--- config.mk ---
export PLATFORM = sky130hd
export DESIGN_NAME = irq_controller_flat
export DESIGN_NICKNAME = d
export VERILOG_FILES = /design/src/rtl/cpu_irq_pkg.sv /design/src/rtl/irq_controller_if.sv /design/src/rtl/irq_prio_enc.sv /design/src/rtl/irq_controller.sv /design/src/flat_wrapper.sv
export SDC_FILE = /design/constraint.sdc
export NUM_CORES = 1
export LEC_CHECK = 0
export ABC_AREA = 1
export CAP_MARGIN = 20
export CORE_UTILIZATION = 49
export CTS_BUF_LIST = sky130_fd_sc_hd__clkbuf_4
export DETAILED_ROUTE_END_ITERATION = 12
export GPL_TIMING_DRIVEN = 0
export PLACE_DENSITY = 0.89
export SYNTH_ARGS = -nofsm -noshare
export SYNTH_HDL_FRONTEND = slang
export SYNTH_SLANG_ARGS = --single-unit
export TNS_END_PERCENT = 50
--- constraint.sdc ---
create_clock -name clk -period 4.45 [get_ports clk]
set_input_delay 0.6675 -clock clk [delete_from_list [all_inputs] [get_ports clk]]
set_output_delay 0.6675 -clock clk [all_outputs]
set_load 0.05 [all_outputs]
--- src/rtl/cpu_irq_pkg.sv ---
// rtl/cpu_irq_pkg.sv - shared register map, FSM encoding and helpers for the interrupt controller
package cpu_irq_pkg;

  // Register word offsets relative to the controller base address
  localparam logic [15:0] IRQ_PENDING  = 16'd0;
  localparam logic [15:0] IRQ_MASK     = 16'd1;
  localparam logic [15:0] IRQ_EOI      = 16'd2;
  localparam logic [15:0] IRQ_CLAIM    = 16'd3;
  localparam logic [15:0] IRQ_SWSET    = 16'd4;
  localparam logic [15:0] IRQ_NUM_REGS = 16'd5;

  // Default placement and vector numbering
  localparam logic [15:0] IRQ_BASE_ADDR   = 16'hFF00;
  localparam logic [7:0]  IRQ_VECTOR_BASE = 8'h10;
  localparam int          IRQ_MAX_SRC     = 16;

  typedef enum logic [1:0] {
    IRQ_IDLE   = 2'd0,
    IRQ_ASSERT = 2'd1,
    IRQ_INSERV = 2'd2
  } irq_state_t;

  // Vector number presented to the core; wraps at 8 bits
  function automatic logic [7:0] irq_vector(input logic [7:0] base, input logic [3:0] idx);
    return base + {4'b0000, idx};
  endfunction

endpackage

--- src/rtl/irq_controller_if.sv ---
// rtl/irq_controller_if.sv - core RAM-bus port shared by the core and the interrupt controller
interface irq_controller_if;
  logic [15:0] address;
  logic [31:0] data;
  logic        wren;
  logic [31:0] rdata;
  logic        rd_hit;

  // The core drives address/data/wren and consumes the registered read response
  modport master (
    output address,
    output data,
    output wren,
    input  rdata,
    input  rd_hit
  );

  modport slave (
    input  address,
    input  data,
    input  wren,
    output rdata,
    output rd_hit
  );
endinterface

--- src/rtl/irq_prio_enc.sv ---
// rtl/irq_prio_enc.sv - lowest-index-wins priority encoder over the request vector
module irq_prio_enc #(
  parameter int N_SRC = 8
) (
  input  logic [N_SRC-1:0] req,
  output logic             any,
  output logic [3:0]       idx
);

  // Scan from the top down so the lowest set index is the last one written
  always_comb begin
    any = |req;
    idx = 4'd0;
    for (int i = N_SRC - 1; i >= 0; i--) begin
      if (req[i]) begin
        idx = 4'(i);
      end
    end
  end

endmodule

--- src/rtl/irq_controller.sv ---
// rtl/irq_controller.sv - edge-latched, maskable, fixed-priority interrupt controller
module irq_controller
  import cpu_irq_pkg::*;
#(
  parameter int          N_SRC       = 8,
  parameter logic [15:0] BASE_ADDR   = IRQ_BASE_ADDR,
  parameter logic [7:0]  VECTOR_BASE = IRQ_VECTOR_BASE
) (
  input  logic             clk,
  input  logic             nreset,
  irq_controller_if.slave  bus,
  input  logic [N_SRC-1:0] irq_src,
  output logic             IRQ,
  output logic [7:0]       IRQn
);

  logic [N_SRC-1:0] src_q;
  logic [N_SRC-1:0] pending;
  logic [N_SRC-1:0] mask;
  logic [N_SRC-1:0] src_rise;
  logic [N_SRC-1:0] set_bits;
  logic [N_SRC-1:0] w1c_bits;
  logic [N_SRC-1:0] claim_bits;
  logic [N_SRC-1:0] pending_keep;
  logic [N_SRC-1:0] pending_n;
  logic [N_SRC-1:0] mask_n;
  logic [N_SRC-1:0] cur_bit;

  logic [3:0]  cur;
  logic [3:0]  cur_n;
  logic [3:0]  enc_idx;
  logic        enc_any;
  irq_state_t  state;
  irq_state_t  state_n;
  logic        irq_n;
  logic [7:0]  irqn_n;

  logic [15:0] offset;
  logic        reg_hit;
  logic        rd_any;
  logic        wr_pending;
  logic        wr_mask;
  logic        wr_eoi;
  logic        wr_swset;
  logic        claim_fire;
  logic        cur_live;
  logic [31:0] rd_value;
  logic        unused_data;

  // Upper data bits only matter for wider configurations
  assign unused_data = ^bus.data;

  // Address decode: the wrapped offset keeps the window check a single compare
  assign offset     = bus.address - BASE_ADDR;
  assign reg_hit    = (offset < IRQ_NUM_REGS);
  assign rd_any     = reg_hit & ~bus.wren;
  assign wr_pending = reg_hit & bus.wren & (offset == IRQ_PENDING);
  assign wr_mask    = reg_hit & bus.wren & (offset == IRQ_MASK);
  assign wr_eoi     = reg_hit & bus.wren & (offset == IRQ_EOI);
  assign wr_swset   = reg_hit & bus.wren & (offset == IRQ_SWSET);
  assign claim_fire = rd_any & (offset == IRQ_CLAIM) & (state == IRQ_ASSERT);

  // One-hot view of the source currently being offered to the core
  always_comb begin
    cur_bit = '0;
    for (int i = 0; i < N_SRC; i++) begin
      cur_bit[i] = (cur == 4'(i));
    end
  end

  // Pending update: clears apply first and sets are OR-ed last so a same-cycle set always wins
  always_comb begin
    src_rise     = irq_src & ~src_q;
    set_bits     = src_rise | (wr_swset ? bus.data[N_SRC-1:0] : '0);
    w1c_bits     = wr_pending ? bus.data[N_SRC-1:0] : '0;
    claim_bits   = claim_fire ? cur_bit : '0;
    pending_keep = (pending & ~w1c_bits) | set_bits;
    pending_n    = (pending_keep & ~claim_bits) | set_bits;
    mask_n       = wr_mask ? bus.data[N_SRC-1:0] : mask;
    cur_live     = |(pending_keep & mask_n & cur_bit);
  end

  irq_prio_enc #(
    .N_SRC (N_SRC)
  ) u_prio_enc (
    .req (pending & mask),
    .any (enc_any),
    .idx (enc_idx)
  );

  // Source sampling, pending latch and mask register
  always_ff @(posedge clk) begin
    if (!nreset) begin
      src_q   <= '0;
      pending <= '0;
      mask    <= '0;
    end else begin
      src_q   <= irq_src;
      pending <= pending_n;
      mask    <= mask_n;
    end
  end

  // Service FSM next state; IRQn only changes when a new source is accepted
  always_comb begin
    state_n = state;
    cur_n   = cur;
    irq_n   = IRQ;
    irqn_n  = IRQn;
    case (state)
      IRQ_IDLE: begin
        if (enc_any) begin
          cur_n   = enc_idx;
          irq_n   = 1'b1;
          irqn_n  = irq_vector(VECTOR_BASE, enc_idx);
          state_n = IRQ_ASSERT;
        end
      end
      IRQ_ASSERT: begin
        if (claim_fire) begin
          irq_n   = 1'b0;
          state_n = IRQ_INSERV;
        end else if (!cur_live) begin
          irq_n   = 1'b0;
          state_n = IRQ_IDLE;
        end
      end
      IRQ_INSERV: begin
        if (wr_eoi) begin
          state_n = IRQ_IDLE;
        end
      end
      default: begin
        irq_n   = 1'b0;
        state_n = IRQ_IDLE;
      end
    endcase
  end

  // Service FSM registers
  always_ff @(posedge clk) begin
    if (!nreset) begin
      state <= IRQ_IDLE;
      cur   <= 4'd0;
      IRQ   <= 1'b0;
      IRQn  <= 8'd0;
    end else begin
      state <= state_n;
      cur   <= cur_n;
      IRQ   <= irq_n;
      IRQn  <= irqn_n;
    end
  end

  // Read mux over the values held before this edge's updates
  always_comb begin
    rd_value = 32'd0;
    case (offset)
      IRQ_PENDING: rd_value = 32'(pending);
      IRQ_MASK:    rd_value = 32'(mask);
      IRQ_CLAIM:   rd_value = {(state == IRQ_INSERV), 23'd0, IRQn};
      default:     rd_value = 32'd0;
    endcase
  end

  // Registered read response, lined up with the RAM's one-cycle latency
  always_ff @(posedge clk) begin
    if (!nreset) begin
      bus.rdata  <= 32'd0;
      bus.rd_hit <= 1'b0;
    end else begin
      bus.rdata  <= rd_any ? rd_value : 32'd0;
      bus.rd_hit <= rd_any;
    end
  end

endmodule

--- src/flat_wrapper.sv ---
// flat-port wrapper written by rule: the top's interface ports become plain ports
module irq_controller_flat import cpu_irq_pkg::*;
#(
  parameter int          N_SRC       = 8,
  parameter logic [15:0] BASE_ADDR   = IRQ_BASE_ADDR,
  parameter logic [7:0]  VECTOR_BASE = IRQ_VECTOR_BASE
)
  (clk, nreset, irq_src, IRQ, IRQn, bus_address, bus_data, bus_wren, bus_rdata, bus_rd_hit);
  irq_controller_if bus_i ();
  input  logic clk;
  input  logic nreset;
  input  logic [N_SRC-1:0] irq_src;
  output logic IRQ;
  output logic [7:0] IRQn;
  input wire logic [$bits(bus_i.address)-1:0] bus_address;
  input wire logic [$bits(bus_i.data)-1:0] bus_data;
  input wire logic [$bits(bus_i.wren)-1:0] bus_wren;
  output wire logic [$bits(bus_i.rdata)-1:0] bus_rdata;
  output wire logic [$bits(bus_i.rd_hit)-1:0] bus_rd_hit;
  assign bus_i.address = bus_address;
  assign bus_i.data = bus_data;
  assign bus_i.wren = bus_wren;
  assign bus_rdata = bus_i.rdata;
  assign bus_rd_hit = bus_i.rd_hit;
  irq_controller #(.N_SRC(N_SRC), .BASE_ADDR(BASE_ADDR), .VECTOR_BASE(VECTOR_BASE)) u_core (.clk(clk), .nreset(nreset), .bus(bus_i), .irq_src(irq_src), .IRQ(IRQ), .IRQn(IRQn));
endmodule
==> results.tsv, run 1 <==
metric	value	unit
Syn Inst Count	400	
first-pass GRT wire length	10.7	mm
Avg Cell Area, Syn	6.42	µm²
cts hold-fix bufs	0	
Max Freq	368	MHz
Peak VDD IR	0.166	mV
final RePlAce weighted congestion	0.936	
Post-synth EDFFs	0	
Async S/R FF share, synth	0	%
area of the core	4880	µm²
Relative slew margins	61.9	%
CTS tree	built	
synth top area cells	dfxtp_1, nand2_1, inv_1, nor2_1, buf_4	
Yosys top cell area share	31.9	%
Worst Path Required	4.71	ns
top cells by count, synth	nand2_1, inv_1, nor2_1	
crit path launch type	input pin	
All-Layer GR Usage	25.6	%
CTS Buf Count	5	
DR vias/cell	4.77	
global route overflow	0	
Slew Limit Fails	0	
Ys Warns	0	
Period minus WS final	2.72	ns
critical path type	in -> reg	
final setup fails	0	
leakage power	1.64	nW
Syn-to-layout area delta	29.0	%
Synth cell types	33	
Die Width	74.4	µm
post-route insts no fill	549	
Slew @ Worst Pin	0.572	ns
Final Hold Viols	0	
clk root buf	clkbuf_4	
placed inst area	3230	µm²
fin area	3320	µm²
Post CTS Setup Buffer Count	0	
Ant. Diodes	0	
vias in the first global route	2383	
Crit Path Max Fanout	9	
Port-buffer cells	48	
placed insts	541	
Via Count	2621	
Hold Crit Class	reg -> reg	
Die Y	74.4	µm
Worst Clk Skew	0.0119	ns
number of remaining DRC errors	0	
clock sink total	41	
Power Dens Cells	241	nW/µm²
status	finished, final reports clean	
Finished Core Util	67.9	%
Final #Nets	540	
Primary FF master, synth	dfxtp_1	
Starting Density	52.7	%
CP endpoint kind	flop	
starting DRC count in detailed routing	181	
initial antenna violation count	0	
post-route ant nets	0	
count leader, synth	nand2_1	
crit path DAT	2.98	ns
IO Pins	101	
post-route setup TNS	0	ns
layout cells sized above 1	13.9	%
DR WL/cell	11.9	µm
synthesized flop and latch total	41	
post-synthesis sequential area ratio	31.9	%
Bufs on Longest Clock Path	2	
area of the die	5540	µm²
RSZ-0062 raised after global routing	no	
First-pass DRT Iterations	5	
total of max-cap violations	0	
Period Utilization, post-route	61.1	%
Cell Area, Synth	2570	µm²
pin count of the biggest net entering global routing	15	
DP HPWL	5.07	mm
Clock transition at path regs	0.14	ns
Synth area leader	dfxtp_1	
H-tree depth	2	
Clock Latency Late Sink	0.37	ns
WL final	6.55	mm
Post-CTS Resized	0	
Rows	25	
==> power by group <==
part	total, mW	internal, mW	switching, mW
sequential	0.383	0.377	0.00640
combinational	0.155	0.0572	0.0979
clock	0.259	0.119	0.140
total	0.797	0.553	0.244
==> sequential cells by signal (all words and copies together), names as in the netlist <==
name	cells
u_core.bus.rdata	9
u_core.mask	8
u_core.pending	8
u_core.src_q	8
u_core.IRQn	2
u_core.cur	2
u_core.state	2
u_core.IRQ	1
u_core.bus.rd_hit	1
==> worst paths after layout <==
kind,start,endpoint,slack (ns),cells after the start
max,bus_address[1],u_core.IRQ,1.73,15
min,u_core.IRQ,u_core.IRQ,0.49,2
max reg2reg,u_core.cur[0],u_core.IRQ,2.72,12
min reg2reg,u_core.IRQ,u_core.IRQ,0.49,2
==> layout make-up <==
cell class / instances / area [µm²]
fillers: 459 / 1560
multi-input cells: 279 / 1340
flip-flops and latches: 41 / 821
repair buffers: 48 / 480
inverters: 73 / 274
plain buffers: 33 / 234
well taps: 67 / 83.8
clock inverters: 3 / 46.3
clock buffers: 5 / 37.5
==> per-stage QoR <==
step / hold slack, ns / power [mW] / worst slack, ns
after floorplan: 0.479 / 0.500 / 2.34
after global placement: 0.457 / 0.542 / 1.43
after detailed placement: 0.467 / 0.545 / 1.38
after CTS: 0.489 / 0.796 / 1.78
after global routing: 0.506 / 0.829 / 1.66
final: 0.486 / 0.797 / 1.73
==> cell families (layout without fill, tap and decap cells) <==
group,Yosys count,after routing,synth area share (%)
flip-flops,41,41,31.9
AO/OA/AOI/OAI,44,44,10.7
AND/OR/NAND/NOR,208,208,37.5
other,1,27,0.146
buffers and inverters,106,162,19.8
==> routing by layer <==
layer	vias to the layer above	share of wire, %	GRT usage, %	wire length, µm
met5	-	0	0	0
met4	0	1.4	10.1	93
met3	12	6.1	3.52	402
met2	114	50	45.0	3250
met1	1139	43	31.5	2800
li1	1356	-	-	-
==> cell usage in the layout, fill, tap and decap left out, types with 4 or more instances in the layout <==
cell type	synthesis	routed
nand4_1	14	14
nor2_4	5	5
nand2_1	95	95
conb_1	1	27
nand2_2	5	5
inv_2	6	6
nor2_1	58	58
buf_4	27	27
nor2_2	6	6
a21oi_1	12	12
inv_1	67	67
dfxtp_1	41	41
nand3_1	9	9
o21ai_0	17	17
clkdlybuf4s50_1	0	48
clkbuf_1	4	4
clkbuf_4	0	5
nor3_1	10	10
==> worst max-delay path, stage by stage <==
cell	delay, ns
clkdlybuf4s50_1	0.60
nor2_4	0.35
nand4_2	0.16
nor2_4	0.21
nand3_2	0.13
o21ai_1	0.17
nand2_1	0.09
nand2_1	0.09
nand2_1	0.05
nor2_1	0.08
nand2_1	0.11
nand2_1	0.10
nand2_1	0.05
nand2_1	0.06
a21oi_2	0.04
Note: power is estimated with default switching activity, not from simulation.
==> inputs of run 2 (changes only) <==
--- a/config.mk
+++ b/config.mk
@@ -7,11 +7,11 @@
 export LEC_CHECK = 0
 export ABC_AREA = 1
 export CAP_MARGIN = 20
-export CORE_UTILIZATION = 49
+export CORE_UTILIZATION = 45
 export CTS_BUF_LIST = sky130_fd_sc_hd__clkbuf_4
 export DETAILED_ROUTE_END_ITERATION = 12
 export GPL_TIMING_DRIVEN = 0
-export PLACE_DENSITY = 0.89
+export PLACE_DENSITY = 0.82
 export SYNTH_ARGS = -nofsm -noshare
 export SYNTH_HDL_FRONTEND = slang
 export SYNTH_SLANG_ARGS = --single-unit
==> constraint.sdc (replaced) <==
create_clock -name clk -period 2.55 [get_ports clk]
set_input_delay 0.3825 -clock clk [delete_from_list [all_inputs] [get_ports clk]]
set_output_delay 0.3825 -clock clk [all_outputs]
set_load 0.05 [all_outputs]
==> run 2 against run 1 <==
Effect of this change: clock skew increased by 0.0013 ns; sequential share of layout area shrank 0.19 points; wire length rose by 2.1%; flip-flop and latch count stayed put; total power increased by 85%; worst setup slack got worse by 1.7 ns; register-to-register slack lost 1.9 ns; die area rose by 8.6%; final cell count up 0.91%; sequential power up 75%; largest cell class unchanged; largest power group unchanged; highest routed layer unchanged.
==> results.tsv, run 2 (same netlist as run 1, synthesis figures left out) <==
metric	value	unit	change
total of max-cap violations	0		unchanged
Finished Core Util	60.7	%	was 67.9%
First-pass DRT Iterations	4		was 5
Worst Path Required	2.80	ns	was 4.71 ns
starting DRC count in detailed routing	156		was 181
GR Util met1	25.7	%	was 31.5%
leakage power	1.65	nW	was 1.64 nW
DP HPWL	5.00	mm	was 5.07 mm
CP endpoint kind	flop		unchanged
Relative slew margins	60.1	%	was 61.9%
Peak VDD IR	0.265	mV	was 0.166 mV
clk root buf	clkbuf_4		unchanged
Port-buffer cells	48		unchanged
final RePlAce weighted congestion	0.965		was 0.936
Bufs on Longest Clock Path	2		unchanged
Power Dens Cells	441	nW/µm²	was 241 nW/µm²
H-tree depth	2		unchanged
Rows	27		was 25
pin count of the biggest net entering global routing	14		was 15
M3 GR Usage	4.24	%	was 3.52%
All-Layer GR Usage	22.9	%	was 25.6%
Max Freq	404	MHz	
Starting Density	46.7	%	was 52.7%
Ant. Diodes	0		unchanged
crit path launch type	input pin		unchanged
DR vias/cell	4.71		was 4.77
Clock transition at path regs	0.14	ns	about the same
Hold Crit Class	reg -> reg		unchanged
most frequent cells in the layout	nand2_1, inv_1, nor2_1		unchanged
Setup WS post-layout	0.0767	ns	was 1.73 ns
RSZ-0062 raised after global routing	no		unchanged
vias in the first global route	2436		was 2,383
Crit Path Max Fanout	9		unchanged
clock sink total	41		unchanged
fillcell total	537		was 459
Clock Latency Late Sink	0.36	ns	was 0.37 ns
Final Hold Viols	0		unchanged
critical path type	in -> reg		unchanged
number of remaining DRC errors	0		unchanged
GR Layer Usage met2	41.9	%	was 45.0%
Slew Limit Fails	0		unchanged
Top reg by flops	u_core.bus.rdata		unchanged
DR WL/cell	12.1	µm	was 11.9 µm
Via Count	2610		was 2,621
layout cells sized above 1	13.9	%	unchanged
cts hold-fix bufs	0		unchanged
multi-input logic area	1340	µm²	unchanged
crit path DAT	2.72	ns	was 2.98 ns
Period Utilization, post-route	97.0	%	
area of the core	5510	µm²	was 4880 µm²
commonest non-fill, non-tap cell in the layout	nand2_1		unchanged
CTS Buf Count	5		unchanged
CTS tree	built		unchanged
post-route ant nets	0		unchanged
Period minus WS final	2.47	ns	
initial antenna violation count	0		unchanged
Syn-to-layout area delta	30.0	%	was 29.0%
Post CTS Setup Buffer Count	0		unchanged
max reg flops	9		unchanged
Final #Nets	540		unchanged
global route overflow	0		unchanged
Die Y	77.6	µm	was 74.4 µm
Post-CTS Resized	0		unchanged
status	finished, final reports clean		unchanged
Worst Clk Skew	0.0132	ns	was 0.0119 ns
Slew @ Worst Pin	0.599	ns	was 0.572 ns
Post-Place Worst Slack	-0.277	ns	was 1.38 ns
final setup fails	0		unchanged
Die Width	77.6	µm	was 74.4 µm
area of the die	6020	µm²	was 5540 µm²
first-pass GRT wire length	10.8	mm	was 10.7 mm
GR peak layer	met2		unchanged
register area	821	µm²	unchanged
IO Pins	101		unchanged
WL final	6.69	mm	was 6.55 mm
## run 2: final cells by class
| class | instances | area share [%] |
|---|---|---|
| multi-input cells | 279 | 40.1 |
| inverters | 73 | 8.20 |
| clock inverters | 3 | 1.95 |
| flip-flops and latches | 41 | 24.6 |
| repair buffers | 48 | 14.4 |
| plain buffers | 33 | 7.00 |
| well taps | 72 | 2.70 |
| clock buffers | 5 | 1.12 |
## run 2: critical path, stage by stage
cell and delay, ns:
clkdlybuf4s50_1 0.60, nor2_4 0.34, nand4_2 0.17, nor2_4 0.22, nand3_2 0.15, o21ai_1 0.16, nand2_1 0.09, nand2_1 0.08
nand2_1 0.05, nor2_1 0.11, nand2_1 0.09, nand2_1 0.09, nand2_1 0.06, nand2_1 0.07, a21oi_2 0.05
## run 2: final timing paths
check                 start    endpoint  slack (ns)  depth (start not counted)
max          bus_address[1]  u_core.IRQ        0.08                         15
min              u_core.IRQ  u_core.IRQ        0.49                          2
max reg2reg   u_core.cur[0]  u_core.IRQ        0.82                         12
min reg2reg      u_core.IRQ  u_core.IRQ        0.49                          2
## run 2: per-layer routing
| layer | wire, µm | vias to the layer above |
|---|---|---|
| li1 | - | 1352 |
| met1 | 2820 | 1125 |
| met2 | 3310 | 115 |
| met3 | 395 | 18 |
| met4 | 165 | 0 |
| met5 | 0 | - |
## run 2: power by group
part | switching (mW) | leakage (nW) | internal [mW] | total (mW)
registers | 0.0108 | 0.335 | 0.658 | 0.669
clock network | 0.227 | 0.0552 | 0.304 | 0.531
logic | 0.173 | 1.26 | 0.0999 | 0.273
## run 2: metrics by stage
stage / setup TNS (ns) / cells / hold slack [ns] / power (mW) / area [µm²]
floorplan: 0 / 426 / 0.476 / 0.872 / 2670
global route: 0 / 554 / 0.507 / 1.53 / 3340
finish: 0 / 554 / 0.490 / 1.47 / 3340
CTS: 0 / 554 / 0.476 / 1.48 / 3340
global placement: -0.965 / 546 / 0.461 / 0.947 / 3240
detailed placement: -1.47 / 546 / 0.469 / 0.952 / 3240
